<file path="src/rtl/pixel_clock_nco.sv">
// pixel_clock_nco: phase-accumulator NCO producing a pixel clock, a per-period enable and a lock flag
module pixel_clock_nco #(
    parameter int               ACC_W       = 16,
    parameter int               NUM_MODES   = 4,
    parameter logic [ACC_W-1:0] INC_0       = 16'h4000,
    parameter logic [ACC_W-1:0] INC_1       = 16'h6666,
    parameter logic [ACC_W-1:0] INC_2       = 16'h8000,
    parameter logic [ACC_W-1:0] INC_3       = 16'h2000,
    parameter int               LOCK_CYCLES = 16
) (
    input  logic       clk_in,
    input  logic       reset,
    input  logic       en,
    input  logic [1:0] mode_sel,
    output logic       pixel_clk,
    output logic       pixel_ce,
    output logic       locked,
    output logic [1:0] active_mode,
    output logic       mode_err
);
    localparam int CNT_W = $clog2(LOCK_CYCLES + 1);
    typedef enum logic [1:0] {IDLE, SETTLE, LOCKED} state_t;
    state_t           state;
    logic [ACC_W-1:0] acc;
    logic [ACC_W-1:0] inc;
    logic [ACC_W-1:0] new_inc;
    logic [ACC_W:0]   sum;
    logic [CNT_W-1:0] lock_cnt;
    logic [1:0]       eff_mode;
    logic             illegal;
    logic             lock_done;
    assign pixel_clk = acc[ACC_W-1];
    // Out-of-range presets fall back to mode 0; the accumulator sum carries the wrap bit
    always_comb begin
        illegal   = int'(mode_sel) >= NUM_MODES;
        eff_mode  = illegal ? 2'd0 : mode_sel;
        new_inc   = eff_mode == 2'd0 ? INC_0 :
                    eff_mode == 2'd1 ? INC_1 :
                    eff_mode == 2'd2 ? INC_2 : INC_3;
        sum       = {1'b0, acc} + {1'b0, inc};
        lock_done = lock_cnt == CNT_W'(LOCK_CYCLES - 1);
    end
    // Control FSM and NCO datapath: stop on en low, (re)enter SETTLE on start or rate change, else run
    always_ff @(posedge clk_in or posedge reset) begin
        if (reset) begin
            state       <= IDLE;
            acc         <= '0;
            inc         <= '0;
            lock_cnt    <= '0;
            pixel_ce    <= 1'b0;
            locked      <= 1'b0;
            active_mode <= 2'd0;
            mode_err    <= 1'b0;
        end else begin
            if (en && illegal)
                mode_err <= 1'b1;
            if (!en) begin
                state    <= IDLE;
                acc      <= '0;
                lock_cnt <= '0;
                pixel_ce <= 1'b0;
                locked   <= 1'b0;
            end else if (state == IDLE || eff_mode != active_mode) begin
                state       <= SETTLE;
                acc         <= '0;
                inc         <= new_inc;
                active_mode <= eff_mode;
                lock_cnt    <= '0;
                pixel_ce    <= 1'b0;
                locked      <= 1'b0;
            end else begin
                acc      <= sum[ACC_W-1:0];
                pixel_ce <= sum[ACC_W];
                if (state == SETTLE) begin
                    lock_cnt <= lock_cnt + 1'b1;
                    if (lock_done) begin
                        state  <= LOCKED;
                        locked <= 1'b1;
                    end
                end
            end
        end
    end
endmodule
</file>
<file path="config.mk">
export PLATFORM = sky130hd
export DESIGN_NAME = pixel_clock_nco
export DESIGN_NICKNAME = d
export VERILOG_FILES = /design/src/rtl/pixel_clock_nco.sv
export SDC_FILE = /design/constraint.sdc
export NUM_CORES = 1
export LEC_CHECK = 0
export ABC_AREA = 1
export CORE_MARGIN = 3
export CORE_UTILIZATION = 40
export DETAILED_ROUTE_END_ITERATION = 7
export PLACE_DENSITY = 0.54
export SETUP_SLACK_MARGIN = 0.05
export SLEW_MARGIN = 5
export SYNTH_ARGS = -nofsm -noshare
export SYNTH_HDL_FRONTEND = slang
export SYNTH_SLANG_ARGS = --single-unit
</file>
<file path="constraint.sdc">
create_clock -name clk_in -period 3.7 [get_ports clk_in]
set_input_delay 0.555 -clock clk_in [delete_from_list [all_inputs] [get_ports clk_in]]
set_output_delay 0.555 -clock clk_in [all_outputs]
set_load 0.02 [all_outputs]
</file>
==> results.toml, run 1 <==
[grt]
use_met2_pct = 24.5
track_usage_pct = 15.4
busiest_layer = "met2"
grtUsageMet1_pct = 20.0
grt_use_met3_pct = 4.21
grt_pass1_vias = 1379
antenna_found_initial = 0
grt_first_pass_wirelength_mm = 6.18
grt-ovfl-total = 0
grt_max_degree = 30

[clock_network]
clkTransAtPathRegs_ps = 60
cts_setup_buffers = 0
clock-root-buffer = "clkbuf_8"
holdBufCountCts = 0
cts_tree = "done"
h-tree-depth = 2
cts_made_buffers = 5
clock_path_buffers = 2
cts_sinks = 29
post_cts_resized = 0
insertion_delay_ps = 280

[routing]
routed_wl_mm = 3.34
drt-pass1-iter-count = 4
drc = 0
drtAntennaViolNets = 0
vias = 1390
via_per_inst = 4.68
drtIter0Drc = 100
wire_per_inst_um = 11.3

[placement]
dpl_cell_area_mm2 = 0.00187
place_ws_ps = 1650
place_congestion = 0.824
portBuffers = 9
dp.cells = 289
hpwl_mm = 2.56

[logic_synthesis]
netlist.area_leader.share_pct = 42.1
synth.distinct_cells = 27
yosysWarningCount = 0
synth_nets = 248
ys.flop_type = "dfrtp_1"
synth_compound_area_share_pct = 7.03
synth_top_family_by_area = "simple AND/OR/NAND/NOR gates"
synth.cell_area_mm2 = 0.00173
syn_area_per_cell_um2 = 7.47
synth-xor-area-share_pct = 2.54
synth-simple-area-share_pct = 31.4
synthTopCellsByArea = "dfrtp_1 42%, nand2_1 14%, nor2_1 8.3%"
synth_edf_count = 0
async_flop_share_pct = 100
yosysTopAreaCell = "dfrtp_1"
synthCells = 231
muxShareOfSynthArea_pct = 0
yosys_register_bits = 29
synthAdderAreaFrac_pct = 9.14
ys_seq_area_share_pct = 42.1

[critical_path]
critPathLaunchType = "flop"
arrival_ps = 2270
crit_start = "inc[10]$_DFFE_PP0P_"
critical_path_class = "flop to flop"
end_kind = "flop"
reg2reg_to = "acc[13]$_DFF_PP0_"
reg2reg_depth = 11
crit_required_ps = 3910
ff2ff_setup_slack_ps = 1640
r2r_start = "inc[10]$_DFFE_PP0P_"
worst-path-max-fanout = 8

[sta]
finalSetupViolations = 0
finalCritPeriodShare_pct = 55.6
rsz0062_at_grt = "no"
finalSetupTns_ps = 0
finClkSkew_ps = 5.79
fin_crit_ps = 2060
fmax_mhz = 486
layout_setup_ws_ps = 1640
hold_viol_final = 0
final_max_slew_viol_count = 0

[die]
die_w_um = 71.7
core_area_mm2 = 0.00409
rows = 23
die_area_mm2 = 0.00514
die_height_um = 71.7
start_util_pct = 42.2
num_io_pins = 11

[min_path]
worstHoldStart = "inc[15]$_DFFE_PP0P_"
hold_end = "inc[15]$_DFFE_PP0P_"
holdPathStages = 2
hold_path_class = "flop to flop"

[final_layout]
drive_gt1_share_pct = 5.67
stdcell_count = 297
nets = 263
postLayoutCoreUtil_pct = 48.5
fin_area_mm2 = 0.00198
diodes = 0
num-fill-cells = 432
syn2layout_area_growth_pct = 14.9

[status]
status = "completed"

[power_and_ir_drop]
vdd_drop_max_uv = 195
p_leak_nw = 0.933
p_per_area_mw_per_mm2 = 394

[flow_run]
cap_viol_max_count = 0
-- cells by family after synthesis --
group / count (synthesis)
xor gates and xnor gates: 5
AOI/OAI and AO/OA: 23
DFF: 29
buffers and inverters: 32
other: 1
adders and majority gates: 12
and+or+nand+nor: 129
-- layout make-up --
class	count	area [um2]	share of cell area, %
Multi-Input combinational cell	170	868	43.8
Tap cell	50	62.6	3.15
Inverter	30	113	5.68
Clock buffer	7	86.3	4.35
Timing Repair Buffer	10	97.6	4.92
Sequential cell	29	726	36.6
Clock inverter	1	30.0	1.51
-- registers in the layout (all words and copies together) (netlist names) --
register	count
acc	15
lock_cnt	5
inc	4
active_mode	2
locked	1
pixel_ce	1
state	1
-- synth_stat cells, types with 2 or more instances --
cell type and instances:
xnor2_1 2, ha_1 11, a21oi_1 15, xor2_1 3
nor2_4 2, nand2_1 65, o21ai_0 4, nand3_1 13
inv_1 29, dfrtp_1 29, nor2_1 38, nor3_1 5
-- metal layers --
metal / part of all wire (%) / wire length, um / vias to the layer above
li1: - / - / 749
met1: 49 / 1650 / 620
met2: 46 / 1550 / 14
met3: 2.7 / 89 / 7
met4: 1.6 / 53 / 0
met5: 0 / 0 / -
-- critical path: stages, from the launching register on --
cell	delay, ps
dfrtp_1	510
ha_1	280
fa_1	380
nand2_1	140
nor2_1	60
nand2_1	50
nand2_1	140
nand2_1	90
nand2_1	90
nand2_1	80
nand2_1	50
nor2_1	120
-- where the power goes --
group	total, mW	switching [mW]	internal, mW
registers	0.343	0.0131	0.330
logic	0.0969	0.0614	0.0355
clock network	0.342	0.123	0.219
total	0.782	0.197	0.585
-- cells in the final DEF (no fill, tap or decap), drive strengths merged, types with 2 or more instances in the layout --
master         netlist  final
nor2                40     40
xnor2                2      2
clkbuf               0      7
dfrtp               29     29
xor2                 3      3
o21ai                5      5
a21oi               15     15
nor3                 6      6
clkdlybuf4s50        0      9
nand2               66     66
nand3               13     13
ha                  11     11
inv                 30     30
-- through the flow --
stage / hold slack [ps] / power (mW)
detailed placement: 494 / 0.447
global placement: 482 / 0.447
global route: 553 / 0.829
floorplan: 446 / 0.417
finish: 517 / 0.782
CTS: 509 / 0.791
-- how the worst max path moves through the flow --
stage | endpoint | slack, ps | depth (start not counted)
detailed placement | acc[13]$_DFF_PP0_ | 1650 | 9
CTS | acc[13]$_DFF_PP0_ | 1630 | 11
finish | acc[13]$_DFF_PP0_ | 1640 | 11
floorplan | acc[13]$_DFF_PP0_ | 1970 | 11
global route | acc[11]$_DFF_PP0_ | 1410 | 11
global placement | acc[13]$_DFF_PP0_ | 1630 | 11
Note: power is estimated with default switching activity, not from simulation.
==> run 2: changes to the inputs <==
==> constraint.sdc (replaced) <==
create_clock -name clk_in -period 2.1 [get_ports clk_in]
set_input_delay 0.315 -clock clk_in [delete_from_list [all_inputs] [get_ports clk_in]]
set_output_delay 0.315 -clock clk_in [all_outputs]
set_load 0.02 [all_outputs]
==> run 2 against run 1 <==
Against the previous run: non-clock buffer count rose by 1; sequential share of layout area rose by 0.66 points; sequential power rose by 74%; largest power group unchanged.
==> results.toml, run 2 (synthesized netlist as in run 1, its figures left out) <==
[routing]
routed_wl_mm = 3.48
vias = 1415
drc = 0
drtAntennaViolNets = 0
wire_per_inst_um = 11.8
drt-pass1-iter-count = 4
via_per_inst = 4.78
drtIter0Drc = 48

[critical_path]
critical_path_class = "flop to flop"
end_kind = "flop"
slowest_stage = "dfrtp_1"
critPathLaunchType = "flop"
cpPeakStageDelay_ps = 400
crit_family = "compound AO/OA/AOI/OAI gates"
arrival_ps = 2020
crit_required_ps = 2270
crit_chain = "buf_4, ha_1, a21oi_1, nor2_1, a21oi_1, nand3_1, nand2_1, nor2_1"
worst-path-max-fanout = 6
worstPathBufferInverterCount = 1

[sta]
final_max_slew_viol_count = 0
layout_setup_ws_ps = 251
whs_ps = 411
hold_viol_final = 0
finalSetupViolations = 0
finalSetupTns_ps = 0
fmax_mhz = 541
finalCritPeriodShare_pct = 88.1
fin_crit_ps = 1850
finClkSkew_ps = 5.46
rsz0062_at_grt = "no"

[die]
num_io_pins = 11
die_area_mm2 = 0.00514
core_area_mm2 = 0.00409
start_util_pct = 42.2
die_w_um = 71.7
die_height_um = 71.7
rows = 23

[clock_network]
clock_path_buffers = 2
post_cts_resized = 0
cts_made_buffers = 5
cts_sinks = 29
holdBufCountCts = 0
clkTransAtPathRegs_ps = 60
insertion_delay_ps = 280
cts_setup_buffers = 0
cts_tree = "done"
h-tree-depth = 2
clock-root-buffer = "clkbuf_8"

[power_and_ir_drop]
p_per_area_mw_per_mm2 = 617
vdd_drop_max_uv = 319
p_leak_nw = 0.919
power_mw = 1.20

[status]
status = "completed"

[final_layout]
syn2layout_area_growth_pct = 12.9
postLayoutCoreUtil_pct = 47.7
seqCellArea_um2 = 726
reg_top3 = "acc: 15 flops, lock_cnt: 5 flops, inc: 4 flops"
multi_input_area_um2 = 868
layout_commonest_cell = "nand2_1"
regMostFlops = "acc"
largest_reg_flops = 15
layout_common_cells = "65 x nand2_1, 38 x nor2_1, 29 x inv_1, 29 x dfrtp_1, 15 x a21oi_1"
diodes = 0
drive_gt1_share_pct = 5.69
num-fill-cells = 423
stdcell_count = 296
fin_area_mm2 = 0.00195
nets = 264

[min_path]
hold_path_class = "primary input to asynchronous set/reset pin"

[grt]
track_usage_pct = 15.5
grt-ovfl-total = 0
antenna_found_initial = 0
grt_first_pass_wirelength_mm = 6.20
grt_pass1_vias = 1412
grt_max_degree = 30

[placement]
place_ws_ps = 217
dpl_cell_area_mm2 = 0.00187
hpwl_mm = 2.65
portBuffers = 9
dp.cells = 290
place_congestion = 0.801

[flow_run]
cap_viol_max_count = 0
[run 2: worst paths after layout]
kind	start	end	slack, ps	depth (start not counted)
min in group clk_in	inc[15]$_DFFE_PP0P_	inc[15]$_DFFE_PP0P_	490	2
setup / recovery	inc[10]$_DFFE_PP0P_	acc[12]$_DFF_PP0_	250	8
hold / removal	reset	state[0]$_DFFE_PP0P_	410	3
max in group asynchronous	reset	acc[8]$_DFF_PP0_	1410	3
hold reg to reg	inc[15]$_DFFE_PP0P_	inc[15]$_DFFE_PP0P_	490	2
setup reg to reg	inc[10]$_DFFE_PP0P_	acc[12]$_DFF_PP0_	250	8
[run 2: worst register-to-register path: cells and delay by family, from the launching register on]
family	cells	cell delay (ps)
compound gates	2	530
fa+ha+maj	1	340
flops	1	400
simple gates	4	310
buf+inv	1	170
[run 2: power breakdown]
part | switching (mW) | internal, mW
Clock | 0.207 | 0.217
Combinational | 0.114 | 0.0656
Sequential | 0.0161 | 0.582
Total | 0.337 | 0.865
[run 2: metal layers]
| layer | up-vias | track usage (%) | wire length, um |
|---|---|---|---|
| met5 | - | 0 | 0 |
| met4 | 0 | 6.26 | 63 |
| met3 | 7 | 3.37 | 110 |
| li1 | 756 | - | - |
| met1 | 620 | 20.2 | 1780 |
| met2 | 32 | 25.0 | 1530 |
[run 2: cell type report]
type / instances / area share [%]
clock buffers: 5 / 3.53
clock inverters: 1 / 0.257
inverters: 30 / 5.78
multi-input cells: 170 / 44.6
flip-flops and latches: 29 / 37.3
well taps: 50 / 3.21
repair buffers: 11 / 5.39
==> run 3: changes to the inputs <==
==> constraint.sdc (replaced) <==
create_clock -name clk_in -period 1.9 [get_ports clk_in]
set_input_delay 0.285 -clock clk_in [delete_from_list [all_inputs] [get_ports clk_in]]
set_output_delay 0.285 -clock clk_in [all_outputs]
set_load 0.02 [all_outputs]
==> run 3 against run 2 <==
Against the previous run: final cell count grew 2.0%; register-to-register slack lost 120 ps; clock-buffer cell count grew 2; sequential power grew 11%; wire length shrank 2.2%; non-clock buffer count grew 4; core utilization grew 2.9 points; total power grew 29%; critical path depth shrank 1; critical path type unchanged; largest cell class unchanged; largest power group unchanged.
==> results.toml, run 3 (synthesized netlist as in run 1, its figures left out) <==
[status]
status = "completed"

[grt]
grt_pass1_vias = 1377
track_usage_pct = 15.6
grt-ovfl-total = 0
grt_first_pass_wirelength_mm = 6.22
grt_max_degree = 30
antenna_found_initial = 0

[sta]
rsz0062_at_grt = "yes"
finalCritPeriodShare_pct = 92.9
fin_crit_ps = 1770
hold_viol_final = 0
finalSetupViolations = 0
final_max_slew_viol_count = 0
fmax_mhz = 567
layout_setup_ws_ps = 135
finalSetupTns_ps = 0
finClkSkew_ps = 4.75

[routing]
drc = 0
routed_wl_mm = 3.41
via_per_inst = 4.70
drt-pass1-iter-count = 4
vias = 1419
drtAntennaViolNets = 0
drtIter0Drc = 108
wire_per_inst_um = 11.3

[clock_network]
cts_sinks = 29
holdBufCountCts = 0
insertion_delay_ps = 280
h-tree-depth = 2
cts_made_buffers = 5
clock-root-buffer = "clkbuf_8"
clkTransAtPathRegs_ps = 60
clock_path_buffers = 2
cts_tree = "done"

[placement]
place_congestion = 0.787
portBuffers = 9
place_ws_ps = -18.9
hpwl_mm = 2.56
dp.cells = 293

[die]
die_w_um = 71.7
die_area_mm2 = 0.00514
start_util_pct = 42.2
num_io_pins = 11
core_area_mm2 = 0.00409
die_height_um = 71.7
rows = 23

[final_layout]
layout_commonest_cell = "nand2_1"
diodes = 0
largest_reg_flops = 15
stdcell_count = 302
regMostFlops = "acc"
nets = 268
syn2layout_area_growth_pct = 19.7
reg_top3 = "acc: 15 flops, lock_cnt: 5 flops, inc: 4 flops"
layout_common_cells = "63 x nand2_1, 38 x nor2_1, 29 x inv_1"
drive_gt1_share_pct = 10.3

[critical_path]
slowest_stage = "dfrtp_2"
critical_path_class = "flop to flop"
arrival_ps = 1970
reg2reg_depth = 7
crit_chain = "buf_12, ha_1, a21oi_1, nand2_2, buf_4, xnor2_2, nor3_1"
crit_required_ps = 2100
critPathLaunchType = "flop"
worst-path-max-fanout = 6
cpPeakStageDelay_ps = 460
end_kind = "flop"

[power_and_ir_drop]
p_int_mw = 1.16
combPwrFrac_pct = 14.0
seqPwrFrac_pct = 43.2
p_per_area_mw_per_mm2 = 748
power.switching_mw = 0.387
switching_share_pct = 25.1
pwr-share-clk_pct = 42.8
p_leak_nw = 0.958
vdd_drop_max_uv = 401

[flow_run]
cap_viol_max_count = 0

[min_path]
hold_path_class = "primary input to asynchronous set/reset pin"
-- run 3: cell types whose count changed in the layout (fill, tap and decap cells not counted), sizes merged --
cell,previous run,this run
buf,2,6
clkbuf,5,7
bufinv,0,1
clkinv,1,0
-- run 3: power by group through the flow --
| stage | sequential [mW] | combinational (mW) | clock (mW) |
|---|---|---|---|
| after floorplan | 0.679 | 0.133 | 0 |
| after global placement | 0.677 | 0.216 | 0 |
| after detailed placement | 0.675 | 0.215 | 0 |
| after CTS | 0.665 | 0.216 | 0.683 |
| after global routing | 0.670 | 0.250 | 0.702 |
| final | 0.666 | 0.216 | 0.662 |
-- run 3: layout make-up --
class | count | area [um2]
clock inverters | 1 | 30.0
multi-input cells | 170 | 900
fillers | 411 | 2020
well taps | 50 | 62.6
flip-flops and latches | 29 | 727
clock buffers | 7 | 86.3
inverters | 30 | 113
repair buffers | 15 | 148
-- run 3: worst paths after layout --
check                      slack (ps)           startpoint                    to
max                               130  inc[10]$_DFFE_PP0P_      acc[7]$_DFF_PP0_
max in group asynchronous        1230                reset   inc[10]$_DFFE_PP0P_
min reg2reg                       500  inc[15]$_DFFE_PP0P_   inc[15]$_DFFE_PP0P_
min                               370                reset  state[0]$_DFFE_PP0P_
min in group clk_in               500  inc[15]$_DFFE_PP0P_   inc[15]$_DFFE_PP0P_
max reg2reg                       130  inc[10]$_DFFE_PP0P_      acc[7]$_DFF_PP0_
-- run 3: worst max-delay path: cells and delay by family, from the launching register on --
| family | cells | cell delay [ps] |
|---|---|---|
| flip-flops | 1 | 460 |
| XOR/XNOR | 1 | 120 |
| AND/OR/NAND/NOR | 2 | 250 |
| AO/OA/AOI/OAI | 1 | 230 |
| buffers and inverters | 2 | 320 |
| adder cells (fa/ha/maj) | 1 | 300 |
-- run 3: layer usage --
layer	vias to the layer above	global-route usage [%]	share of wire [%]
met5	-	0	0
li1	764	-	-
met4	0	5.64	1.6
met3	7	4.21	2.9
met2	17	22.9	44
met1	631	22.1	51
-- run 3: what timing repair did --
action,CTS,global route
endpoints found under the setup margin,4,7
setup buffers,0,1
pin swaps,0,0
gates resized for setup,3,7
-- run 3: stage by stage --
step	util [%]	hold WS [ps]	cell area, um2	power (mW)
2_1_floorplan	-	363	1730	0.812
3_3_place_gp	46.7	501	1910	0.893
3_5_place_dp	46.7	483	1910	0.890
4_1_cts	49.7	385	2030	1.56
5_1_grt	50.6	414	2070	1.62
6_report	50.6	367	2070	1.54
